--- config.mk ---
export PLATFORM = sky130hd
export DESIGN_NAME = load_store_unit
export DESIGN_NICKNAME = d
export VERILOG_FILES = /design/src/rtl/load_store_unit.sv
export SDC_FILE = /design/constraint.sdc
export NUM_CORES = 1
export LEC_CHECK = 0
export ABC_AREA = 1
export CAP_MARGIN = 20
export CORE_UTILIZATION = 48
export DETAILED_ROUTE_END_ITERATION = 7
export PLACE_DENSITY = 0.88
export SETUP_SLACK_MARGIN = 0.3
export SYNTH_ARGS = -nofsm -noshare
export SYNTH_HDL_FRONTEND = slang
export SYNTH_SLANG_ARGS = --single-unit
--- constraint.sdc ---
create_clock -name clk -period 2.8 [get_ports clk]
set_input_delay 0.28 -clock clk [delete_from_list [all_inputs] [get_ports clk]]
set_output_delay 0.28 -clock clk [all_outputs]
set_load 0.05 [all_outputs]
--- src/rtl/load_store_unit.sv ---
// Data-memory access stage: valid/grant/rvalid bus master with PC stall and load extension.
// Optional build macro LSU_MISALIGN_TRAP_EN turns misaligned accesses into errors instead of aligning them.
module load_store_unit #(
  parameter int unsigned TIMEOUT_CYCLES = 255
) (
  input  logic        clk,
  input  logic        reset,
  input  logic        ls_valid,
  input  logic        ls_store,
  input  logic [2:0]  ls_funct3,
  input  logic [31:0] ls_addr,
  input  logic [31:0] ls_wdata,
  output logic        ls_stall,
  output logic        ls_done,
  output logic [31:0] ls_rdata,
  output logic        ls_err,
  output logic        mem_req,
  output logic        mem_we,
  output logic [3:0]  mem_be,
  output logic [31:0] mem_addr,
  output logic [31:0] mem_wdata,
  input  logic        mem_gnt,
  input  logic        mem_rvalid,
  input  logic [31:0] mem_rdata
);

  localparam int unsigned CNT_W = $clog2(TIMEOUT_CYCLES + 1);
  localparam logic [CNT_W-1:0] CNT_LAST = CNT_W'(TIMEOUT_CYCLES - 1);

  typedef enum logic [1:0] {S_IDLE, S_REQ, S_WAIT_R, S_DONE} state_t;

  state_t           state;
  logic [CNT_W-1:0] cnt;
  logic [2:0]       funct3_q;
  logic [1:0]       off_q;

  logic             legal_c;
  logic             reject_c;
  logic [1:0]       off_c;
  logic [3:0]       be_c;
  logic [31:0]      wdata_c;

  function automatic logic [31:0] load_extend(input logic [2:0] f3, input logic [1:0] off,
                                              input logic [31:0] word);
    logic [31:0] sh;
    sh = word >> {off, 3'b000};
    case (f3)
      3'b000:  load_extend = {{24{sh[7]}}, sh[7:0]};
      3'b001:  load_extend = {{16{sh[15]}}, sh[15:0]};
      3'b100:  load_extend = {24'h0, sh[7:0]};
      3'b101:  load_extend = {16'h0, sh[15:0]};
      default: load_extend = word;
    endcase
  endfunction

  // Decode the incoming request: legality, lane offset, byte enables, replicated store data
  always_comb begin
    legal_c = ls_store ? (ls_funct3 inside {3'b000, 3'b001, 3'b010})
                       : (ls_funct3 inside {3'b000, 3'b001, 3'b010, 3'b100, 3'b101});
    reject_c = !legal_c;
    off_c    = ls_addr[1:0];
`ifdef LSU_MISALIGN_TRAP_EN
    if ((ls_funct3[1:0] == 2'b01 && ls_addr[0]) ||
        (ls_funct3[1:0] == 2'b10 && ls_addr[1:0] != 2'b00))
      reject_c = 1'b1;
`else
    if (ls_funct3[1:0] == 2'b01)
      off_c[0] = 1'b0;
    else if (ls_funct3[1:0] == 2'b10)
      off_c = 2'b00;
`endif
    be_c    = 4'b1111;
    wdata_c = '0;
    if (ls_store) begin
      case (ls_funct3[1:0])
        2'b00: begin
          be_c    = 4'b0001 << off_c;
          wdata_c = {4{ls_wdata[7:0]}};
        end
        2'b01: begin
          be_c    = off_c[1] ? 4'b1100 : 4'b0011;
          wdata_c = {2{ls_wdata[15:0]}};
        end
        default: begin
          be_c    = 4'b1111;
          wdata_c = ls_wdata;
        end
      endcase
    end
  end

  assign ls_stall = (state == S_IDLE && ls_valid) || state == S_REQ || state == S_WAIT_R;

  always_ff @(posedge clk) begin
    if (reset) begin
      state     <= S_IDLE;
      cnt       <= '0;
      funct3_q  <= '0;
      off_q     <= '0;
      ls_done   <= 1'b0;
      ls_rdata  <= '0;
      ls_err    <= 1'b0;
      mem_req   <= 1'b0;
      mem_we    <= 1'b0;
      mem_be    <= '0;
      mem_addr  <= '0;
      mem_wdata <= '0;
    end else begin
      ls_done <= 1'b0;
      case (state)
        S_IDLE: begin
          if (ls_valid) begin
            funct3_q <= ls_funct3;
            off_q    <= off_c;
            cnt      <= '0;
            ls_rdata <= '0;
            if (reject_c) begin
              ls_err  <= 1'b1;
              ls_done <= 1'b1;
              state   <= S_DONE;
            end else begin
              ls_err    <= 1'b0;
              mem_req   <= 1'b1;
              mem_we    <= ls_store;
              mem_be    <= be_c;
              mem_addr  <= {ls_addr[31:2], 2'b00};
              mem_wdata <= wdata_c;
              state     <= S_REQ;
            end
          end
        end
        S_REQ: begin
          cnt <= cnt + CNT_W'(1);
          if (mem_gnt) begin
            mem_req <= 1'b0;
            if (mem_we) begin
              ls_done <= 1'b1;
              state   <= S_DONE;
            end else begin
              state <= S_WAIT_R;
            end
          end else if (cnt == CNT_LAST) begin
            mem_req <= 1'b0;
            ls_err  <= 1'b1;
            ls_done <= 1'b1;
            state   <= S_DONE;
          end
        end
        S_WAIT_R: begin
          cnt <= cnt + CNT_W'(1);
          if (mem_rvalid) begin
            ls_rdata <= load_extend(funct3_q, off_q, mem_rdata);
            ls_done  <= 1'b1;
            state    <= S_DONE;
          end else if (cnt == CNT_LAST) begin
            ls_err  <= 1'b1;
            ls_done <= 1'b1;
            state   <= S_DONE;
          end
        end
        S_DONE:  state <= S_IDLE;
        default: state <= S_IDLE;
      endcase
    end
  end

endmodule

After elaboration in Yosys (flattened, before gate mapping)
Index checks and enable logic that the tools add are counted.

storage, ports and cells
  register bits = 117
  logic and storage cells = 93
  output and inout bits = 105

cells by class
  add/subtract/negate cells = 1
  eq/ne operators = 19
  reductions and logical operators = 20
  shift operators = 2
  muxes and demuxes = 39

operators by type and width
  kind                                                              number
  32-bit case mux with 2 select lines                               2
  32-bit case mux with 4 select lines                               1
  32-bit two-way mux                                                3
  32-bit by 5-bit >> shifter with 16-bit output                     1
  1-bit two-way mux                                                 18
  8-bit case mux with 2 select lines                                1
  3-bit == test (second input constant)                             4
  2-bit two-way mux                                                 6
  2-bit inequality test (second input constant)                     5
  8-bit by 1-bit adder with 8-bit output (second input constant)    1
  8-bit == test (second input constant)                             1
  4-bit two-way mux                                                 2
  8-bit two-way mux                                                 1
  2-bit case mux with 4 select lines                                1
  4-bit case mux with 2 select lines                                1
  4-bit AND reduction                                               2
  2-bit == test (second input constant)                             3
  3-bit by 1-bit == test with 1-bit output (second input constant)  2
  3-bit logical NOT                                                 2
  1-bit case mux with 3 select lines                                2
  3-bit AND reduction                                               2
  2-bit nonzero test                                                3
  3-bit nonzero test                                                2
  5-bit nonzero test                                                1
  10 further kinds                                                  14

Longest topological paths before layout
  depth after elaboration = 6
  gate-level depth with buffers = 10
  mapped depth without buffers = 10

Worst setup path before layout
No wires, ideal clock.

  path type = reg-to-reg
  start = reg state[1]
  end = reg mem_wdata[10]
  library setup time = 0.128 ns
  buffers on the path = 2
  setup slack = 1.218 ns
  arrival = 1.455 ns
  cell stages (with the launch flop) = 10
  cell sequence = dfxtp_1 -> inv_1 -> ha_1 -> nand2_2 -> inv_2 -> nand2_2 -> buf_6 -> buf_6 -> a22oi_1 -> nor2_1

on the way
  word-level cells in the longest chain between the ends = 2

RTL lines
  item                                  line  text
  start: declaration                    32    state_t state;
  start signal: assignment              96    state <= S_IDLE;
  start signal: assignment              120   state <= S_DONE;
  start signal: assignment              128   state <= S_REQ;
  2-bit logical NOT                     110   case (state)
  3-bit AND reduction (no source line)  -
  end signal: assignment                127   mem_wdata <= wdata_c;
  end: declaration                      21    output logic [31:0] mem_wdata,

Every way passes these cells.
A chain may end at the register's enable or synchronous reset.

Final worst setup path
  start = reg state[0]
  end = reg ls_rdata[22]

on the way
  word-level cells in the longest chain between the ends = 3

RTL lines
  item                                                                                 line  text
  2-bit == test / 2-bit logical NOT (equally long branches)                            110
  2-bit inequality test (no source line) / 2-bit nonzero test (equally long branches)  -
  3-bit AND reduction (no source line)                                                 -
  end signal: assignment                                                               152   ls_rdata <= load_extend(funct3_q, off_q, mem_rdata);
  end: declaration                                                                     15    output logic [31:0] ls_rdata,

Parallel ways exist; a longest one is shown, timed or not.

==> summary.txt <==
Gate power share: 30.2%
Clk sinks: 117
Placed Cells: 1,140
Leakage power: 3.30 nW
Row count: 38
Max Cap Violations: 0
Syn_area_per_cell: 6.68 um^2
Max VDD drop: 0.361 mV
Layout fillers: 923
Gr ovfl total: 0
Internal: 3.80 mW
Final period util: 79.5%
Crit path required time: 3.13 ns
Die W: 110 um
NetSw: 2.07 mW
Final hold vios: 0
Vias in the first global route: 5,715
Worst hold path class: register to register
Die Ht: 110 um
Fmax: 449 MHz
Synth unique cells: 39
Switching share of power: 35.2%
Placement Cell Area: 7590 um^2
Worst setup SP type: register
Detail Route Antenna Nets: 0
Final setup viols: 0
Clock latency on the worst-skew pair: 0.41 ns
Nets@finish: 1,130
Clock-pin slew on the worst setup and hold paths: 0.06 ns
Register share of total power: 32.7%
Effective utilization at floorplan: 50.2%
CORE AREA: 11,100 um^2
Largest net degree at the start of global routing: 72
# port buffers: 207
DRC violations left: 0
Root buffer cell: clkbuf_16
PwrDens: 718 nW/um^2
Final WL: 17.2 mm
Crit. End Element: register
Skew final: 0.00739 ns
Total CTS buffers: 17
Critical Path AT: 2.56 ns
Global placement routability congestion: 0.900
Slew headroom: 32.1%
Final non-filler cell area: 8190 um^2
RSZ-0062 raised after global routing: no
Sequential share of the synthesized area: 42.1%
Fraction of layout cells with a size suffix above 1: 5.43%
Die area: 12,000 um^2
Crit path time final: 2.23 ns
Hold slack: 0.464 ns
H-tree levels: 4
Cell area after synthesis: 5560 um^2
CTS tree: built
Worst slew pin tran: 1.02 ns
Syn Inst Count: 832
Wire per inst: 14.7 um
First-pass GRT wire length: 27.5 mm
Clock Tree Buf Depth: 2
Flops & latches, synth: 117
CP Class: register to register
Via density: 5.25
DR iter-0 viols: 632
Setup TNS: 0 ns
Drt pass-1 iters: 5
Dpl hpwl: 11.7 mm
Antenna violations before repair: 0
Synth-to-Final Area Change: 47.3%
Syn. warnings: 0
I/O pins: 210
All-Layer GR Usage: 29.4%
Diode count: 0
Clock Power Share: 37.1%
Vias: 6,152
Final slew viol count: 0
Non-filler cells, final: 1,172
Outcome: complete, no violations
Worst Path Max Fanout: 32
[Yosys cell counts, drive strengths merged]
cell	instances	area share, %
and3	1	0.11
a31oi	1	0.11
buf	29	3.6
o31ai	1	0.14
nor3	10	0.99
o21ai	46	4.2
nand2	219	15
nand2b	1	0.11
clkinv	1	0.067
nand4	9	1.0
a211oi	2	0.27
dfxtp	117	42
ha	6	1.4
or2	1	0.11
conb	1	0.067
nand3	46	4.6
o21bai	1	0.14
o221ai	1	0.16
o22ai	4	0.45
a21oi	76	6.9
a22oi	7	0.95
inv	39	2.8
clkbuf	19	1.3
nand3b	1	0.14
nor2	193	13
[final cells by class]
class                   instances  area [um^2]  share of cell area (%)
clock buffers                  19          433                    5.29
clock inverters                13          158                    1.93
inverters                      40          158                    1.93
multi-input cells             628         2790                    34.1
flip-flops and latches        117         2340                    28.6
well taps                     140          175                    2.14
repair buffers                215         2130                    26.0
[power by group through the flow]
stage,logic [mW],clock network [mW],registers [mW]
after floorplan,0.820,0,2.33
after global placement,1.72,0,1.95
after detailed placement,1.74,0,1.95
after CTS,1.76,2.20,1.92
after global routing,1.92,2.28,1.94
final,1.77,2.18,1.92
[cells by family (layout without fill, tap and decap cells)]
kind of cell	count (synthesis)	after routing	synth area share (%)
buffers and inverters	88	287	7.76
AND/OR/NAND/NOR	481	481	35.4
adder cells (fa/ha/maj)	6	6	1.35
other	1	2	0.0675
AO/OA/AOI/OAI	139	139	13.3
flip-flops	117	117	42.1
[cells in the final DEF, fill, tap and decap left out, types with 2 or more instances in the layout]
cell,netlist,layout
a211oi_1,2,2
inv_6,1,2
o21ai_1,14,14
nand3_4,2,2
clkinv_2,0,4
clkbuf_16,0,17
ha_1,6,6
o22ai_1,4,4
o21ai_0,31,31
nand2_2,2,3
dfxtp_1,117,117
nand3_1,44,44
a22oi_1,7,7
bufinv_16,0,3
inv_2,3,3
nor2_1,190,190
clkbuf_1,19,2
conb_1,1,2
nand4_1,9,9
inv_1,34,34
clkdlybuf4s50_1,0,205
clkinvlp_4,0,4
nand2_1,217,216
buf_4,11,8
nor3_1,9,9
a21oi_1,75,75
nor2_2,2,2
[timing repair]
action                     CTS  global route
setup buffers                0             0
setup endpoints to repair    0             2
hold buffers                 0             0
gates resized for setup      0             2
[critical path: stages (launching register included)]
cell and delay (ns):
dfxtp_1 0.35, inv_1 0.11, ha_1 0.29, inv_1 0.12
nand2_1 0.13, a21oi_2 0.08, inv_1 0.74, nand2_1 0.13
a21oi_1 0.18
[layer usage]
metal / vias up / share of wire (%) / GRT usage (%)
met1: 2770 / 40 / 34.7
met4: 0 / 2.7 / 12.4
li1: 3049 / - / -
met5: - / 0 / 0
met3: 41 / 9.0 / 8.30
met2: 292 / 48 / 50.0
[registers in the layout (all words and copies together) (netlist names)]
register and flops:
ls_rdata 32, mem_wdata 32, mem_addr 30, cnt 8, mem_be 4, funct3_q 3
off_q 2, state 2, ls_done 1, ls_err 1, mem_req 1, mem_we 1
[path summary, 6_finish.rpt]
check | start | end | slack, ns | depth (start not counted)
setup / recovery | state[0]$_SDFFE_PP0N_ | ls_rdata[22]$_SDFFE_PP0P_ | 0.57 | 8
hold / removal | ls_rdata[2]$_SDFFE_PP0P_ | ls_rdata[2]$_SDFFE_PP0P_ | 0.46 | 2
setup reg to reg | state[0]$_SDFFE_PP0N_ | ls_rdata[22]$_SDFFE_PP0P_ | 0.57 | 8
hold reg to reg | ls_rdata[2]$_SDFFE_PP0P_ | ls_rdata[2]$_SDFFE_PP0P_ | 0.46 | 2
[metrics by stage]
step / worst slack (ns) / total power [mW] / util (%)
final: 0.575 / 5.88 / 73.9
after global routing: 0.329 / 6.14 / 73.9
after CTS: 0.302 / 5.89 / 73.9
after detailed placement: 0.528 / 3.69 / 68.5
after global placement: 0.568 / 3.67 / 68.5
after floorplan: 1.22 / 3.15 / -
No activity file was read; power rests on OpenSTA's default activity.
